$ cat src/rtl/matrix_ls_seq.sv
// matrix_ls_seq: sequences ROWS row transfers between memory and a matrix register file
module matrix_ls_seq #(
  parameter int ROWS = 4,
  parameter int ROW_W = 64,
  parameter int ADDR_W = 32,
  localparam int RW = (ROWS > 1) ? $clog2(ROWS) : 1
) (
  input  logic              CLK,
  input  logic              RST,
  input  logic              req_valid,
  output logic              req_ready,
  input  logic              req_store,
  input  logic [3:0]        req_rd,
  input  logic [ADDR_W-1:0] req_addr,
  input  logic [ADDR_W-1:0] req_stride,
  input  logic              flush,
  output logic              mem_ren,
  output logic              mem_wen,
  output logic [ADDR_W-1:0] mem_addr,
  output logic [ROW_W-1:0]  mem_wdata,
  input  logic [ROW_W-1:0]  mem_rdata,
  input  logic              mem_ack,
  output logic              rf_wen,
  output logic              rf_ren,
  output logic [3:0]        rf_sel,
  output logic [RW-1:0]     rf_row,
  output logic [ROW_W-1:0]  rf_wdata,
  input  logic [ROW_W-1:0]  rf_rdata,
  output logic              busy,
  output logic              done
);
  typedef enum logic [1:0] {IDLE, XFER, DONE} state_t;
  state_t state, state_n;
  logic store_q;
  logic [3:0] rd_q;
  logic [ADDR_W-1:0] stride_q, cur_addr;
  logic [RW-1:0] row_q;
  logic xfer, accept, adv, last;
  // every output is gated by !RST so nothing leaks while reset is held
  assign xfer = (state == XFER) && !RST;
  assign req_ready = (state == IDLE) && !RST;
  assign accept = req_valid && req_ready;
  assign adv = xfer && mem_ack && !flush;
  assign last = row_q == RW'(ROWS - 1);
  assign busy = (state != IDLE) && !RST;
  assign done = (state == DONE) && !RST;
  assign mem_ren = xfer && !store_q;
  assign mem_wen = xfer && store_q;
  assign mem_addr = xfer ? cur_addr : '0;
  assign rf_ren = xfer && store_q;
  assign rf_sel = xfer ? rd_q : '0;
  assign rf_row = xfer ? row_q : '0;
  assign mem_wdata = mem_wen ? rf_rdata : '0;
  assign rf_wen = adv && !store_q;
  assign rf_wdata = rf_wen ? mem_rdata : '0;
  always_comb begin
    state_n = IDLE;
    if (state == IDLE)
      state_n = accept ? XFER : IDLE;
    else if (state == XFER)
      state_n = flush ? IDLE : (mem_ack && last) ? DONE : XFER;
  end
  always_ff @(posedge CLK) begin
    if (RST) begin
      state <= IDLE;
      store_q <= 1'b0;
      rd_q <= '0;
      stride_q <= '0;
      cur_addr <= '0;
      row_q <= '0;
    end else begin
      state <= state_n;
      if (accept) begin
        store_q <= req_store;
        rd_q <= req_rd;
        stride_q <= req_stride;
        cur_addr <= req_addr;
        row_q <= '0;
      end else if (adv && !last) begin
        row_q <= row_q + 1'b1;
        cur_addr <= cur_addr + stride_q;
      end
    end
  end
endmodule

$ cat config.mk
export PLATFORM = sky130hd
export DESIGN_NAME = matrix_ls_seq
export DESIGN_NICKNAME = d
export VERILOG_FILES = /design/src/rtl/matrix_ls_seq.sv
export SDC_FILE = /design/constraint.sdc
export NUM_CORES = 1
export LEC_CHECK = 0
export BUFFER_PORTS_ARGS = -buffer_cell sky130_fd_sc_hd__buf_2
export CORE_AREA = 4 4 144 146
export CTS_CLUSTER_DIAMETER = 30
export CTS_CLUSTER_SIZE = 24
export DETAILED_ROUTE_END_ITERATION = 16
export DIE_AREA = 0 0 148 150
export PLACE_DENSITY = 0.62
export SYNTH_ARGS = -nofsm -noshare
export SYNTH_HDL_FRONTEND = slang
export SYNTH_SLANG_ARGS = --single-unit
$ cat constraint.sdc
create_clock -name CLK -period 7.3 [get_ports CLK]
set_input_delay 0.365 -clock CLK [delete_from_list [all_inputs] [get_ports CLK]]
set_output_delay 0.365 -clock CLK [all_outputs]
set_load 0.01 [all_outputs]
==> run metrics, run 1 <==
outcome=completed; IO Port Bufs=374; Least-Margin Pin Slew=0.980 ns; Worst Path Required=6.93 ns; final instance area=7900 um2; Tot Pwr=1.14 mW; Placed Area=7630 um2; latest clock arrival within the worst-skew pair=0.34 ns; hold crit path type=primary input to flop; Critical Path Source Type=flop; Synth warnings=0; Comb power frac=23.5%; first-pass detailed-route iteration total=5; ys async rst share=0%; non-filler cells, final=1,369; Root Driver=clkbuf_16; total grt overflow=0; Core Region=19,400 um2; CTS resizes=0; Min Hold Slack=0.200 ns; layout cell share with drive strength beyond 1=37.5%; I/O pin count=375; switching power total=0.348 mW; Wirelength per Cell=16.9 um; P_int=0.788 mW; Synth Flop Type=dfxtp_1; Setup CP Type=flop to primary output; max-cap viol count=0; number of diodes=0; initial antenna violation count=3; antenna-violating nets left=0; Final Net Count=1,334; arrival time worst endpoint=3.15 ns; via count=6,598; DPL Wire Length=17,700 um; syn avg cell area=7.30 um2; Reg clk slew, reported paths=0.06 ns; Gate Count Post-Synth=765; FF+latch count, synth=73; synthesized net count=1,000; most frequent cells in the layout=buf_2 (374), nand2_1 (129), and3_1 (106), dfxtp_1 (73), and2_1 (67); setup_tns=0 ns; Initial Utilization=28.8%; sequential fraction of the synthesis area=26.2%; Achievable Freq=0.285 GHz; DR DRC count=0; worst-path fanout max=65; htree depth=3; Die Area=22,200 um2; largest net degree at the start of global routing=87; cell area after synthesis=5580 um2; Initial DRC Count=319; Post-synth EDFFs=0; Peak supply drop=0.113 mV; final hold vios=0; Worst setup EP type=primary output; Sink Count=73; P_leak=4.74 nW; Post-CTS Hold Fix Bufs=0; Flop pwr share=39.8%; cts bufs inserted=9; vias in the first global route=6,125; Clk pwr share=36.7%; post-synth cell types=55; site row count=51; RSZ-0062 raised after global routing=no; Max Slew Vio Count=0; deepest clock path buffer count=2; Layout area overhead=41.5%; commonest non-fill, non-tap cell in the layout=buf_2; final setup violation count=0; Slew HR=34.5%; die width=148 um; global-route wire length before repair=33,900 um; die height=150 um; Tot GR Track Use=19.2%; Cell Pwr Density=144 nW/um2; routed vias/inst=4.82; Detailed Route WL=23,200 um; period utilization=48.1%; fin crit period=3.51 ns; Routability Congestion=0.804; switching share of power=30.6%; skew final=0.00581 ns; CTS tree=done; Placed Cells=1,353; # Post-CTS Setup Buffers=0
-- power by group through the flow --
stage	logic (mW)	registers (mW)	clock network, mW
4_1_cts	0.268	0.452	0.432
3_5_place_dp	0.265	0.461	0
2_1_floorplan	0.168	0.451	0
6_report	0.267	0.453	0.417
5_1_grt	0.301	0.456	0.447
3_3_place_gp	0.264	0.460	0
-- cell families after synthesis --
kind of cell	Yosys count	synth area share, %
AO/OA/AOI/OAI	130	16.0
XOR/XNOR	25	3.92
adder cells (fa/ha/maj)	33	7.53
buffers and inverters	67	4.75
flip-flops	73	26.2
multiplexers	3	0.538
AND/OR/NAND/NOR	434	41.1
-- cell usage after synthesis, drive strengths merged (14+ instances only) --
cell type  number  share of area, %
dfxtp          73                26
nor2           53               3.6
nand2         130               8.7
o21ai          20               1.8
a311oi         16               2.5
and3          108                12
ha             32               7.2
and2           69               7.8
xnor2          17               2.7
clkbuf         55               3.9
a21oi          38               3.4
a21o           14               1.9
nand3b         38               5.1
-- metal layers --
metal / global-route usage (%) / vias to the layer above / routed length (um)
li1: - / 3338 / -
met1: 25.7 / 2970 / 10100
met2: 30.7 / 268 / 10800
met3: 6.24 / 18 / 2100
met4: 3.23 / 4 / 168
met5: 0 / - / 24
-- worst paths after layout --
path / end / slack [ns] / cells past startpoint / startpoint
worst min-delay path: stride_q[22]$_SDFFE_PP0P_ / 0.20 / 3 / req_stride[22]
worst max-delay path: rf_wdata[41] / 3.79 / 7 / state[0]$_SDFF_PP0_
worst max register to register: cur_addr[26]$_SDFFE_PP0P_ / 4.04 / 12 / stride_q[0]$_SDFFE_PP0P_
worst min register to register: stride_q[11]$_SDFFE_PP0P_ / 0.47 / 2 / stride_q[11]$_SDFFE_PP0P_
-- sequential cells by signal, summed over array words and instances (netlist names) --
signal    cells
store_q       1
row_q         2
rd_q          4
cur_addr     32
state         2
stride_q     32
-- critical path: stages (launching register included) --
cell and delay, ns:
dfxtp_1 0.74, buf_4 0.39, nand2_1 0.11, nor2_1 0.18
nand2_1 0.16, nor2_4 0.75, and2_1 0.28, buf_2 0.15
-- stage by stage --
step           worst slack, ns  util, %
2_1_floorplan             4.49        -
3_5_place_dp              4.08     39.3
3_3_place_gp              4.09     39.3
4_1_cts                   3.83     40.7
5_1_grt                   3.49     40.7
6_report                  3.79     40.7
-- layout make-up --
type | instances | area (um2)
repair buffers | 382 | 1930
multi-input cells | 625 | 3870
flip-flops and latches | 73 | 1460
clock buffers | 11 | 243
clock inverters | 5 | 31.3
inverters | 8 | 30.0
fillers | 2074 | 11500
well taps | 265 | 332
No activity file was read; power rests on OpenSTA's default activity.
==> run 2: changes to the inputs <==
==> constraint.sdc (replaced) <==
create_clock -name CLK -period 3.3 [get_ports CLK]
set_input_delay 0.165 -clock CLK [delete_from_list [all_inputs] [get_ports CLK]]
set_output_delay 0.165 -clock CLK [all_outputs]
set_load 0.01 [all_outputs]
==> run metrics, run 2 (synthesis gave the netlist of run 1 again) <==
hold crit path type=primary input to flop (unchanged); Die Area=22,200 um2 (unchanged); die width=148 um (unchanged); DPL Wire Length=18,400 um (was 17,700 um); Initial DRC Count=282 (was 319); first-pass detailed-route iteration total=7 (was 5); Layout area overhead=47.1% (was 41.5%); total grt overflow=0 (unchanged); commonest non-fill, non-tap cell in the layout=buf_2 (unchanged); latest clock arrival within the worst-skew pair=0.35 ns (was 0.34 ns); most frequent cells in the layout=buf_2 (374), nand2_1 (129), and3_1 (106), dfxtp_1 (73), and2_1 (67) (unchanged); Placed Area=7670 um2 (was 7630 um2); largest net degree at the start of global routing=74 (was 87); Core Region=19,400 um2 (unchanged); DR DRC count=0 (unchanged); global-route wire length before repair=35,500 um (was 33,900 um); layout cell share with drive strength beyond 1=37.2% (was 37.5%); non-filler cells, final=1,394 (was 1,369); initial antenna violation count=1 (was 3); die height=150 um (unchanged); Critical Path Source Type=flop (unchanged); Worst setup EP type=flop (was primary output); final setup violation count=0 (unchanged); CTS tree=done (unchanged); antenna-violating nets left=0 (unchanged); pre-CTS setup slack=0.106 ns (was 4.08 ns); vias in the first global route=6,395 (was 6,125); routed vias/inst=4.76 (was 4.82); final worst slack=0.204 ns (was 3.79 ns); RSZ-0062 raised after global routing=no (unchanged); htree depth=3 (unchanged); Tot GR Track Use=20.2% (was 19.2%); Sink Count=73 (unchanged); P_leak=4.88 nW (was 4.74 nW); Setup CP Type=flop to flop (was flop to primary output); site row count=51 (unchanged); fin crit period=3.10 ns; final hold vios=0 (unchanged); # Post-CTS Setup Buffers=0 (unchanged); max-cap viol count=0 (unchanged); I/O pin count=375 (unchanged); outcome=completed (unchanged); Detailed Route WL=24,000 um (was 23,200 um); Peak supply drop=0.247 mV (was 0.113 mV); Least-Margin Pin Slew=0.805 ns (was 0.980 ns); Root Driver=clkbuf_16 (unchanged); setup_tns=0 ns (unchanged); Initial Utilization=28.8% (unchanged); final instance area=8210 um2 (was 7900 um2); Routability Congestion=0.821 (was 0.804); Tot Pwr=2.71 mW (was 1.14 mW); number of diodes=0 (unchanged); deepest clock path buffer count=2 (unchanged); IO Port Bufs=374 (unchanged); Cell Pwr Density=330 nW/um2 (was 144 nW/um2); Placed Cells=1,357 (was 1,353); Worst Path Required=3.50 ns (was 6.93 ns); cts bufs inserted=9 (unchanged); Reg clk slew, reported paths=0.06 ns (about the same); Slew HR=46.3% (was 34.5%); Achievable Freq=0.323 GHz; Wirelength per Cell=17.2 um (was 16.9 um); arrival time worst endpoint=3.29 ns (was 3.15 ns); via count=6,631 (was 6,598); Final Net Count=1,359 (was 1,334); period utilization=93.8%; Max Slew Vio Count=0 (unchanged); skew final=0.0122 ns (was 0.00581 ns); worst-path fanout max=4 (was 65); largest registers=cur_addr: 32 flops, stride_q: 32 flops, rd_q: 4 flops (unchanged)
==> run 2: cell count changes in the layout (fill, tap and decap cells not counted), moves of 2 or more <==
cell	previous run	this run
dlygate4sd3_1	0	21
buf_4	8	11
clkinv_2	3	1
bufinv_16	0	2
==> run 2: final timing paths <==
path | end | depth (start not counted) | start | slack (ns)
setup / recovery | cur_addr[24]$_SDFFE_PP0P_ | 12 | stride_q[0]$_SDFFE_PP0P_ | 0.20
hold / removal | stride_q[22]$_SDFFE_PP0P_ | 3 | req_stride[22] | 0.009
setup reg to reg | cur_addr[24]$_SDFFE_PP0P_ | 12 | stride_q[0]$_SDFFE_PP0P_ | 0.20
hold reg to reg | rd_q[3]$_SDFFE_PP0P_ | 2 | rd_q[3]$_SDFFE_PP0P_ | 0.47
==> run 2: what timing repair did <==
item | CTS | global route
hold buffers | 21 | 0
gates resized for setup | 0 | 1
setup endpoints to repair | 0 | 1
hold endpoints to repair | 21 | 0
==> run 2: critical path, stage by stage (launching register included) <==
cell	delay (ns)
dfxtp_1	0.32
ha_1	0.22
fa_1	0.43
a211oi_2	0.23
nor2_1	0.10
o211ai_1	0.26
a41oi_2	0.25
a31oi_4	0.26
o211ai_2	0.13
and2_2	0.22
or3_1	0.30
a21oi_1	0.15
nor3_1	0.07
==> run 2: per-stage QoR <==
stage | utilization, % | hold slack [ns]
floorplan | - | 0.264
global placement | 39.5 | 0.352
detailed placement | 39.5 | 0.351
CTS | 42.3 | 0.000558
global route | 42.3 | 0.00300
finish | 42.3 | 0.00905
==> run 2: metal layers <==
metal	up-vias	global-route usage [%]	share of wire [%]
met5	-	0	0.054
met4	2	3.56	0.62
met3	15	8.54	10
met2	258	32.4	47
met1	2968	25.7	42
li1	3388	-	-
==> run 2: power by group <==
| group | leakage (nW) | total, mW | switching, mW | internal [mW] |
|---|---|---|---|---|
| clock network | 0.155 | 1.09 | 0.408 | 0.684 |
| logic | 4.12 | 0.623 | 0.334 | 0.289 |
| registers | 0.601 | 0.994 | 0.0466 | 0.947 |
| total | 4.88 | 2.71 | 0.789 | 1.92 |
==> run 2: area by class of cell <==
cell class	instances	area (um2)
clock buffer	10	239
clock inverter	6	88.8
fill	2092	11200
inverter	8	30.0
multi-input combinational	625	3880
sequential	73	1460
tap	265	332
timing repair buffer	407	2180
==> run 3: changes to the inputs <==
--- a/config.mk
+++ b/config.mk
@@ -11,6 +11,7 @@
 export CTS_CLUSTER_SIZE = 24
 export DETAILED_ROUTE_END_ITERATION = 16
 export DIE_AREA = 0 0 148 150
+export HOLD_SLACK_MARGIN = 0.15
 export PLACE_DENSITY = 0.62
 export SYNTH_ARGS = -nofsm -noshare
 export SYNTH_HDL_FRONTEND = slang
==> run metrics, run 3 (synthesis gave the netlist of run 1 again) <==
RR Startpoint=stride_q[0]$_SDFFE_PP0P_ (unchanged); deepest clock path buffer count=2 (unchanged); Min Hold Slack=0.191 ns (was 0.00905 ns); htree depth=3 (unchanged); outcome=completed (unchanged); I/O pin count=375 (unchanged); layout cell share with drive strength beyond 1=35.8% (was 37.2%); vias in the first global route=6,604 (was 6,395); Layout area overhead=55.0% (was 47.1%); number of diodes=0 (unchanged); post-layout util=44.6% (was 42.3%); cts bufs inserted=9 (unchanged); most frequent cells in the layout=buf_2 (374), nand2_1 (129), and3_1 (106), dfxtp_1 (73), and2_1 (67) (unchanged); reg2reg setup slack=0.20 ns (about the same); Cell Pwr Density=318 nW/um2 (was 330 nW/um2); IO Port Bufs=374 (unchanged); RSZ-0062 raised after global routing=no (unchanged); Peak supply drop=0.253 mV (was 0.247 mV); final setup violation count=0 (unchanged); fillers=2,040 (was 2,092); # Post-CTS Setup Buffers=0 (unchanged); reg2reg path depth=12 (unchanged); DR DRC count=0 (unchanged); Worst setup EP type=flop (unchanged); commonest non-fill, non-tap cell in the layout=buf_2 (unchanged); global-route wire length before repair=36,300 um (was 35,500 um); CTS tree=done (unchanged); Sink Count=73 (unchanged); Critical Path Source Type=flop (unchanged); Wirelength per Cell=17.0 um (was 17.2 um); antenna-violating nets left=0 (unchanged); Min-Delay Endpoint=cur_addr[10]$_SDFFE_PP0P_ (was stride_q[22]$_SDFFE_PP0P_); total grt overflow=0 (unchanged); r2r endpoint=cur_addr[24]$_SDFFE_PP0P_ (unchanged); largest registers=cur_addr: 32 flops, stride_q: 32 flops, rd_q: 4 flops (unchanged); Routability Congestion=0.821 (unchanged); Slew HR=46.5% (was 46.3%); final hold vios=0 (unchanged); hold path depth=3 (unchanged); arrival time worst endpoint=3.29 ns (about the same); Reg clk slew, reported paths=0.06 ns (about the same); Die Area=22,200 um2 (unchanged); crit-path max cell delay=0.43 ns (about the same); Setup CP Type=flop to flop (unchanged); crit path cell chain=ha_1 > fa_1 > a211oi_2 > nor2_1 > o211ai_1 > a41oi_2 > a31oi_4 > o211ai_2 > and2_2 > or3_1 > a21oi_1 > nor3_1 (unchanged); Core Region=19,400 um2 (unchanged); Worst Path Required=3.50 ns (about the same); Detailed Route WL=24,400 um (was 24,000 um); Tot GR Track Use=20.6% (was 20.2%); worst-path fanout max=4 (unchanged); min-delay src=req_addr[10] (was req_stride[22]); fin crit period=3.10 ns (about the same); skew final=0.0126 ns (was 0.0122 ns); first-pass detailed-route iteration total=5 (was 7); DPL Wire Length=18,400 um (unchanged); CP startpoint=stride_q[0]$_SDFFE_PP0P_ (unchanged); Initial Utilization=28.8% (unchanged); die width=148 um (unchanged); initial antenna violation count=0 (was 1); Max Slew Vio Count=0 (unchanged); Achievable Freq=0.323 GHz (about the same); largest net degree at the start of global routing=74 (unchanged); routed vias/inst=4.76 (about the same); Root Driver=clkbuf_16 (unchanged); max-cap viol count=0 (unchanged); Initial DRC Count=279 (was 282); site row count=51 (unchanged); hold crit path type=primary input to flop (unchanged); Final Net Count=1,403 (was 1,359); via count=6,840 (was 6,631); setup_tns=0 ns (unchanged); period utilization=93.8% (about the same); latest clock arrival within the worst-skew pair=0.35 ns (about the same); Least-Margin Pin Slew=0.803 ns (was 0.805 ns); P_leak=5.06 nW (was 4.88 nW); die height=150 um (unchanged); slowest cell on the critical path=fa_1 (unchanged)
run 3: worst max-delay path by stage:
stage	to	slack, ns	depth (start not counted)
CTS	cur_addr[26]$_SDFFE_PP0P_	0.09	12
global route	cur_addr[28]$_SDFFE_PP0P_	0.05	12
finish	cur_addr[24]$_SDFFE_PP0P_	0.20	12
global placement	cur_addr[26]$_SDFFE_PP0P_	0.19	12
detailed placement	cur_addr[26]$_SDFFE_PP0P_	0.11	12
floorplan	cur_addr[26]$_SDFFE_PP0P_	0.49	12
run 3: power by group:
part	switching (mW)	internal (mW)	leakage (nW)
Combinational	0.342	0.323	4.31
Clock	0.408	0.684	0.155
Sequential	0.0468	0.947	0.601
Total	0.798	1.95	5.06
run 3: area by class of cell:
class	instances	area [um2]	area share, %
flip-flops and latches	73	1460	16.9
clock buffers	10	239	2.76
inverters	8	30.0	0.347
clock inverters	6	88.8	1.03
multi-input cells	625	3880	44.8
well taps	265	332	3.83
repair buffers	451	2630	30.3
run 3: worst max-delay path, delay by kind of cell (launching register included):
| kind | cells | cell delay, ns |
|---|---|---|
| AO/OA/AOI/OAI | 6 | 1.28 |
| adder cells (fa/ha/maj) | 2 | 0.65 |
| flip-flops | 1 | 0.32 |
| AND/OR/NAND/NOR | 4 | 0.69 |
run 3: metrics by stage:
stage | area [um2] | instances | power [mW] | worst slack [ns]
finish | 8650 | 1438 | 2.75 | 0.203
global route | 8650 | 1438 | 2.91 | 0.0539
CTS | 8650 | 1438 | 2.78 | 0.0851
detailed placement | 7670 | 1357 | 1.61 | 0.106
global placement | 7670 | 1357 | 1.61 | 0.186
floorplan | 5580 | 765 | 1.37 | 0.486
run 3: what timing repair did:
action                                 4_1_cts  5_1_grt
resized for setup                            0        1
setup endpoints to repair                    0        1
endpoints found under the hold margin       65        0
hold buffers                                65        0
run 3: per-layer routing:
layer	part of all wire [%]	GRT usage, %
met1	42	26.0
met2	47	33.6
met3	10	8.33
met4	0.54	3.70
met5	0	0
